===== src/rtl/norm_shift_pipe.sv =====
// Pipelined leading-one normaliser: one binary shift stage per register,
// exponent adjusted by the total shift in the last stage.
module norm_shift_pipe #(
    parameter int WIDTH = 24,
    parameter int SHW   = 5,
    parameter int EXP_W = 8
) (
    input  logic             clk,
    input  logic             clr,
    input  logic             flush,
    input  logic             in_valid,
    output logic             in_ready,
    input  logic [WIDTH-1:0] in_mant,
    input  logic [EXP_W-1:0] in_exp,
    output logic             out_valid,
    input  logic             out_ready,
    output logic [WIDTH-1:0] out_mant,
    output logic [SHW-1:0]   out_shamt,
    output logic [EXP_W-1:0] out_exp,
    output logic             out_zero,
    output logic             out_uflow
);

    logic                         w_adv;

    logic [SHW-1:0][WIDTH-1:0]    r_mant;
    logic [SHW-1:0][SHW-1:0]      r_sh;
    logic [SHW-1:0][EXP_W-1:0]    r_exp;
    logic [SHW-1:0]               r_vld;
    logic                         r_zero;
    logic                         r_uflow;

    logic [SHW-1:0][WIDTH-1:0]    w_mant_i;
    logic [SHW-1:0][WIDTH-1:0]    w_mant_n;
    logic [SHW-1:0][SHW-1:0]      w_sh_i;
    logic [SHW-1:0][SHW-1:0]      w_sh_n;
    logic [SHW-1:0][EXP_W-1:0]    w_exp_i;
    logic [SHW-1:0][EXP_W-1:0]    w_exp_n;
    logic [SHW-1:0]               w_vld_i;
    logic [SHW-1:0]               w_hit;

    logic [EXP_W:0]               w_diff;
    logic                         w_zero_n;

    // A single global stall: the whole pipe freezes while the output waits.
    assign w_adv    = ~(out_valid & ~out_ready);
    assign in_ready = w_adv;

    for (genvar j = 0; j < SHW; j++) begin : g_stage
        localparam int K = SHW - 1 - j;
        localparam int S = 1 << K;

        if (j == 0) begin : g_src_in
            assign w_mant_i[j] = in_mant;
            assign w_sh_i[j]   = '0;
            assign w_exp_i[j]  = in_exp;
            assign w_vld_i[j]  = in_valid & in_ready;
        end else begin : g_src_reg
            assign w_mant_i[j] = r_mant[j-1];
            assign w_sh_i[j]   = r_sh[j-1];
            assign w_exp_i[j]  = r_exp[j-1];
            assign w_vld_i[j]  = r_vld[j-1];
        end

        if (S >= WIDTH) begin : g_wide
            assign w_hit[j]    = ~|w_mant_i[j];
            assign w_mant_n[j] = w_hit[j] ? '0 : w_mant_i[j];
        end else begin : g_part
            assign w_hit[j]    = ~|w_mant_i[j][WIDTH-1 -: S];
            assign w_mant_n[j] = w_hit[j] ? (w_mant_i[j] << S)
                                          : w_mant_i[j];
        end

        assign w_sh_n[j] = w_sh_i[j] | (SHW'(w_hit[j]) << K);

        if (j == SHW - 1) begin : g_last
            assign w_exp_n[j] = w_diff[EXP_W-1:0];
        end else begin : g_pass
            assign w_exp_n[j] = w_exp_i[j];
        end
    end

    // Borrow out of the widened subtraction is the underflow flag.
    assign w_diff   = {1'b0, w_exp_i[SHW-1]}
                    - (EXP_W+1)'(w_sh_n[SHW-1]);
    assign w_zero_n = ~|w_mant_n[SHW-1];

    always_ff @(posedge clk or posedge clr) begin
        if (clr) begin
            r_vld   <= '0;
            r_mant  <= '0;
            r_sh    <= '0;
            r_exp   <= '0;
            r_zero  <= 1'b0;
            r_uflow <= 1'b0;
        end else begin
            if (w_adv) begin
                r_vld   <= w_vld_i;
                r_mant  <= w_mant_n;
                r_sh    <= w_sh_n;
                r_exp   <= w_exp_n;
                r_zero  <= w_zero_n;
                r_uflow <= w_diff[EXP_W];
            end
            if (flush) begin
                r_vld <= '0;
            end
        end
    end

    assign out_valid = r_vld[SHW-1];
    assign out_mant  = r_mant[SHW-1];
    assign out_shamt = r_sh[SHW-1];
    assign out_exp   = r_exp[SHW-1];
    assign out_zero  = r_zero;
    assign out_uflow = r_uflow;

endmodule

===== config.mk =====
export PLATFORM = sky130hd
export DESIGN_NAME = norm_shift_pipe
export DESIGN_NICKNAME = d
export VERILOG_FILES = /design/src/rtl/norm_shift_pipe.sv
export SDC_FILE = /design/constraint.sdc
export NUM_CORES = 1
export LEC_CHECK = 0
export BUFFER_PORTS_ARGS = -buffer_cell sky130_fd_sc_hd__buf_2
export CELL_PAD_IN_SITES_DETAIL_PLACEMENT = 1
export CELL_PAD_IN_SITES_GLOBAL_PLACEMENT = 2
export CORE_ASPECT_RATIO = 1.5
export CORE_MARGIN = 3
export CORE_UTILIZATION = 37
export DETAILED_ROUTE_END_ITERATION = 6
export PLACE_DENSITY_LB_ADDON = 0.05
export SLEW_MARGIN = 15
export SYNTH_ARGS = -nofsm -noshare
export SYNTH_HDL_FRONTEND = slang
export SYNTH_SLANG_ARGS = --single-unit

===== constraint.sdc =====
create_clock -name clk -period 7.6 [get_ports clk]
set_input_delay 1.14 -clock clk [delete_from_list [all_inputs] [get_ports clk]]
set_output_delay 1.14 -clock clk [all_outputs]
set_load 0.01 [all_outputs]

==> summary.txt, run 1 <==
max incr delay on CP = 0.89 ns
Initial Utilization = 38.0%
cell area power density = 254 nW/um2
Routed Antenna Nets = 0
number of buffers inserted by port buffering = 77
Die Wd = 127 um
die height = 187 um
period utilization = 56.4%
leakage = 4.07 nW
area growth from synthesis to layout = 11.0%
Post-Syn Instances = 860
WS Path Type = input pin to primary output
Power Internal = 0.00173 W
xor-xnor portion of the synthesized cell area = 0.108%
met3 Track Usage GR = 3.14%
via/cell ratio = 4.96
min Tclk post-route = 4.29 ns
maximum VDD drop = 128 uV
first-pass GRT wire length = 32200 um
largest family of logic cells by synthesized area = simple AND/OR/NAND/NOR gates
clock network fraction of total power = 41.6%
Worst-Skew Late Latency = 0.43 ns
final hold violations = 0
commonest non-fill, non-tap cell in the layout = nand2_1
Post-CTS Setup Repair Bufs = 0
Slew Limit Fails = 0
post-CTS resize count = 0
clk sinks = 182
TNS Setup = 0 ns
Comb pwr share = 9.4%
DRT iter0 DRCs = 260
syn_area_per_cell = 9.42 um2
Core Footprint = 21300 um2
Die Footprint = 23700 um2
global routing usage on met2 = 28.8%
GR peak layer = met2
routed length per placed instance = 16.2 um
Core Rows = 65
CP max stage cell = and2b_4
Post-Syn Area = 8100 um2
most frequent CP cell = buf_2
CTS tree = built
Worst Path Required = 6.46 ns
post-synthesis simple-gate area fraction = 17.2%
WL final = 18700 um
layout cells sized above 1 = 13.2%
most frequent cells in the layout = nand2_1, dfrtp_1, o21ai_0
CTS H-tree lvls = 4
Hold Path Class = register to register
clk slew on worst S/H paths = 0.07 ns
fmax = 233 MHz
ANT cells = 0
fill count = 2484
Cell Chain, Critical Path = buf_2, and2b_4, clkinv_2, buf_2
Residual DRC = 0
RSZ-0062 raised after global routing = false
FF+latch count, synth = 182
TritonCTS buffer count = 17
Reg power frac = 49.0%
Mapped Nets = 903
initial antenna violation count = 0
CTS hold repair buffers = 0
routed via count = 5731
Worst Setup Start Kind = input pin
compound-cell area share of the yosys netlist = 11.4%
Sw Pwr = 0.000555 W
Slew @ Worst Pin = 1.03 ns
number of nets in the layout = 918
max_slew headroom = 31.2%
maximum root-to-sink buffer count = 2
Switching Share = 24.3%
Final Skew = 0.00782 ns
CTS root buffer = clkbuf_16
CP endpoint kind = primary output
mux contribution to synthesized area = 7.05%
gr usage total = 16.8%
Critical Path Fanout Max = 86
Adder-Cell Fraction of Synth Area = 1.02%
CP Data Arrival Time = 3.15 ns
DR pass1 iterations = 4
largest net degree at the start of global routing = 115
Congestion Overflow GR = 0
I/O pins = 78
Power, Total = 0.00229 W
DP HPWL = 13100 um
setup violators final = 0
max-cap violations = 0
vias in the first global route = 6193
Seq/Total Area, Yosys = 56.2%
synth warn = 0
GPL Wtd Cong = 0.764
Synth cell types = 40
M1 GR Usage = 21.3%
status = finished clean
==> per-layer routing <==
metal | up-vias | part of all wire, %
met1 | 2772 | 45
met5 | - | 0
met3 | 20 | 2.6
li1 | 2856 | -
met2 | 83 | 51
met4 | 0 | 1.4
==> worst max-delay path, delay by kind of cell <==
family / cells / cell delay, ns
buffers and inverters: 3 / 1.09
AND/OR/NAND/NOR: 1 / 0.89
==> logic make-up (layout without fill, tap and decap cells) <==
group / Yosys count / count (layout)
AOI/OAI and AO/OA: 172 / 172
and+or+nand+nor: 343 / 343
adders and majority gates: 6 / 6
xor gates and xnor gates: 1 / 1
DFF: 182 / 182
buffers and inverters: 99 / 126
muxes: 57 / 57
==> power groups by stage <==
| stage | Combinational [W] | Clock, W | Sequential [W] |
|---|---|---|---|
| 6_report | 0.000214 | 0.000953 | 0.00112 |
| 5_1_grt | 0.000248 | 0.00103 | 0.00113 |
| 4_1_cts | 0.000222 | 0.000980 | 0.00112 |
| 3_5_place_dp | 0.000222 | 0 | 0.00114 |
| 3_3_place_gp | 0.000214 | 0 | 0.00114 |
| 2_1_floorplan | 0.000186 | 0 | 0.00111 |
==> synthesized netlist by cell type (all sizes together) <==
| cell type | instances | area share [%] |
|---|---|---|
| o211ai | 1 | 0.093 |
| a22o | 3 | 0.32 |
| nor2 | 22 | 1.0 |
| o21ai | 114 | 7.1 |
| a21oi | 31 | 1.9 |
| dfrtp | 182 | 56 |
| and2 | 1 | 0.077 |
| a21o | 1 | 0.093 |
| o31a | 1 | 0.11 |
| o2111a | 1 | 0.14 |
| inv | 11 | 0.51 |
| o22ai | 1 | 0.077 |
| o31ai | 4 | 0.37 |
| a31oi | 10 | 0.77 |
| nor4 | 13 | 1.2 |
| nor3b | 1 | 0.093 |
| nor3 | 4 | 0.25 |
| nand3 | 2 | 0.12 |
| xor2 | 1 | 0.11 |
| a211oi | 2 | 0.19 |
| nand4 | 1 | 0.077 |
| nand3b | 1 | 0.093 |
| and2b | 1 | 0.093 |
| nand2 | 287 | 13 |
| and4 | 1 | 0.11 |
| ha | 5 | 0.77 |
| nor2b | 4 | 0.31 |
| clkbuf | 21 | 0.97 |
| and3 | 1 | 0.077 |
| mux2i | 57 | 7.0 |
| fa | 1 | 0.25 |
| o21a | 3 | 0.28 |
| buf | 67 | 5.5 |
| or4 | 4 | 0.37 |
==> final timing paths <==
path / startpoint / to / slack [ns] / cells past startpoint
max: out_ready / in_ready / 3.31 / 4
min: r_exp[20] / r_exp[20] / 0.47 / 2
max reg2reg: r_vld[4] / out_exp[7] / 4.41 / 6
min reg2reg: r_exp[20] / r_exp[20] / 0.47 / 2
max in group asynchronous: clr / r_mant[58] / 5.31 / 3
min in group asynchronous: clr / out_mant[5] / 0.86 / 2
==> layout make-up <==
class / count / area, um2 / share of cell area, %
multi-input combinational: 579 / 2990 / 33.2
timing repair buffer: 84 / 438 / 4.87
clock inverter: 9 / 175 / 1.95
sequential: 182 / 4550 / 50.6
inverter: 11 / 50.0 / 0.557
tap: 268 / 335 / 3.73
clock buffer: 22 / 454 / 5.05
==> through the flow <==
step / instance area, um2 / worst slack (ns) / hold slack, ns / instances / utilization (%)
finish: 8990 / 3.31 / 0.466 / 1155 / 42.2
global route: 8990 / 3.08 / 0.478 / 1155 / 42.2
CTS: 8990 / 3.19 / 0.471 / 1155 / 42.2
detailed placement: 8360 / 3.19 / 0.456 / 1124 / 39.2
global placement: 8360 / 3.23 / 0.449 / 1124 / 39.2
floorplan: 8100 / 1.52 / 0.439 / 860 / -
==> state kept, by name, summed over array words and instances (netlist names) <==
| register | flops |
|---|---|
| out_exp | 8 |
| out_mant | 24 |
| out_shamt | 5 |
| out_uflow | 1 |
| out_zero | 1 |
| r_exp | 32 |
| r_mant | 96 |
| r_sh | 10 |
| r_vld | 5 |
No activity file was read; power rests on OpenSTA's default activity.
==> run 2, diff against run 1 <==
Settings changed: CORE_UTILIZATION 37 to 34.
Clock period 7.6 ns to 3.55 ns, I/O delays scaled along.
==> summary.txt, run 2 (synthesis gave the netlist of run 1 again) <==
largest net degree at the start of global routing = 249 (was 115)
CP endpoint kind = primary output (unchanged)
Final Skew = 0.00907 ns (was 0.00782 ns)
Worst Setup Start Kind = register (was input pin)
routed length per placed instance = 15.9 um (was 16.2 um)
final instance area = 9110 um2 (was 8990 um2)
RSZ-0062 raised after global routing = false (unchanged)
Die Footprint = 25700 um2 (was 23700 um2)
clk slew on worst S/H paths = 0.07 ns (about the same)
routed via count = 5700 (was 5731)
final hold violations = 0 (unchanged)
flip-flop count of the largest register after layout = 96 (unchanged)
CTS H-tree lvls = 4 (unchanged)
Core Footprint = 23200 um2 (was 21300 um2)
Slew Limit Fails = 0 (unchanged)
number of buffers inserted by port buffering = 77 (unchanged)
first-pass GRT wire length = 32800 um (was 32200 um)
CTS tree = built (unchanged)
post-CTS resize count = 0 (unchanged)
ANT cells = 0 (unchanged)
Routed Antenna Nets = 0 (unchanged)
Post-CTS Setup Repair Bufs = 0 (unchanged)
GPL Wtd Cong = 0.764 (about the same)
area growth from synthesis to layout = 12.5% (was 11.0%)
r2r worst-path depth = 7 (was 6)
Congestion Overflow GR = 0 (unchanged)
layout cells sized above 1 = 13.6% (was 13.2%)
fmax = 443 MHz
CP Data Arrival Time = 1.72 ns (was 3.15 ns)
I/O pins = 78 (unchanged)
max-cap violations = 0 (unchanged)
Slew @ Worst Pin = 1.20 ns (was 1.03 ns)
met3 wire length = 513 um (was 491 um)
maximum VDD drop = 328 uV (was 128 uV)
DRT iter0 DRCs = 255 (was 260)
Power, Total = 0.00496 W (was 0.00229 W)
Hold Path Class = input pin to register (was register to register)
WL final = 19100 um (was 18700 um)
final setup margin = 1.29 ns (was 3.31 ns)
Cell Chain, Critical Path = and2b_4, clkinv_2, buf_2 (was buf_2, and2b_4, clkinv_2, buf_2)
commonest non-fill, non-tap cell in the layout = nand2_1 (unchanged)
via/cell ratio = 4.74 (was 4.96)
most frequent cells in the layout = nand2_1, dfrtp_1, o21ai_0 (unchanged)
max incr delay on CP = 0.42 ns (was 0.89 ns)
DR pass1 iterations = 4 (unchanged)
Die Wd = 132 um (was 127 um)
die height = 195 um (was 187 um)
worst slack, placed = 1.32 ns (was 3.19 ns)
CP max stage cell = clkinv_2 (was and2b_4)
clk sinks = 182 (unchanged)
TritonCTS buffer count = 17 (unchanged)
DP HPWL = 12900 um (was 13100 um)
status = finished clean (unchanged)
Worst Path Required = 3.02 ns (was 6.46 ns)
WS Path Type = register to primary output (was input pin to primary output)
CTS root buffer = clkbuf_16 (unchanged)
setup violators final = 0 (unchanged)
final non-filler cell total = 1203 (was 1155)
Core Rows = 68 (was 65)
Post-DP Area = 8460 um2 (was 8360 um2)
gr usage total = 15.7% (was 16.8%)
Residual DRC = 0 (unchanged)
vias in the first global route = 6218 (was 6193)
max_slew headroom = 19.7% (was 31.2%)
initial antenna violation count = 0 (unchanged)
TNS Setup = 0 ns (unchanged)
Critical Path Fanout Max = 34 (was 86)
M1 WL = 8660 um (was 8450 um)
CTS hold repair buffers = 0 (unchanged)
hold path depth = 3 (was 2)
dpl cells = 1171 (was 1124)
leakage = 4.09 nW (was 4.07 nW)
cell area power density = 544 nW/um2 (was 254 nW/um2)
period utilization = 63.5%
Worst-Skew Late Latency = 0.44 ns (was 0.43 ns)
Initial Utilization = 34.9% (was 38.0%)
top sig layer = met4 (unchanged)
Largest Register = r_mant (unchanged)
number of nets in the layout = 918 (unchanged)
min Tclk post-route = 2.26 ns
maximum root-to-sink buffer count = 2 (unchanged)
routed wl met2 = 9640 um (was 9540 um)
==> run 2: cell types whose count changed in the layout (fill, tap and decap cells not counted), sizes merged <==
cell    delta
clkbuf     -2
clkinv     +3
==> run 2: metal layers <==
| metal | track usage [%] | vias to the layer above |
|---|---|---|
| li1 | - | 2857 |
| met1 | 19.6 | 2744 |
| met2 | 27.0 | 79 |
| met3 | 3.17 | 20 |
| met4 | 5.18 | 0 |
| met5 | 0 | - |
==> run 2: cell type report <==
type,instances,area (um2)
sequential,182,4550
tap,315,394
clock inverter,12,199
clock buffer,20,457
fill,2654,14100
inverter,11,46.3
multi-input combinational,579,2990
timing repair buffer,84,475
==> run 2: worst max-delay path: cells and delay by family (launching register included) <==
kind / cells / cell delay [ns]
buf+inv: 2 / 0.74
flops: 1 / 0.35
simple gates: 1 / 0.18
==> run 2: through the flow <==
step	hold WS (ns)	utilization [%]
5_1_grt	0.269	39.2
6_report	0.288	39.2
4_1_cts	0.264	39.2
3_5_place_dp	0.455	36.4
2_1_floorplan	0.439	-
3_3_place_gp	0.449	36.4
==> run 2: power breakdown <==
| group | switching [W] | total, W | internal (W) | leakage (nW) |
|---|---|---|---|---|
| Clock | 0.000816 | 0.00210 | 0.00129 | 0.320 |
| Sequential | 0.000146 | 0.00240 | 0.00225 | 2.17 |
| Combinational | 0.000262 | 0.000457 | 0.000195 | 1.60 |
==> run 2: final timing paths <==
| kind | start | to | slack [ns] |
|---|---|---|---|
| hold / removal | in_exp[2] | r_exp[2] | 0.29 |
| max in group asynchronous | clr | r_exp[31] | 2.43 |
| setup reg to reg | r_mant[95] | out_exp[6] | 1.46 |
| min in group asynchronous | clr | out_exp[3] | 0.34 |
| hold reg to reg | r_exp[4] | r_exp[4] | 0.47 |
| setup / recovery | r_vld[4] | in_ready | 1.29 |
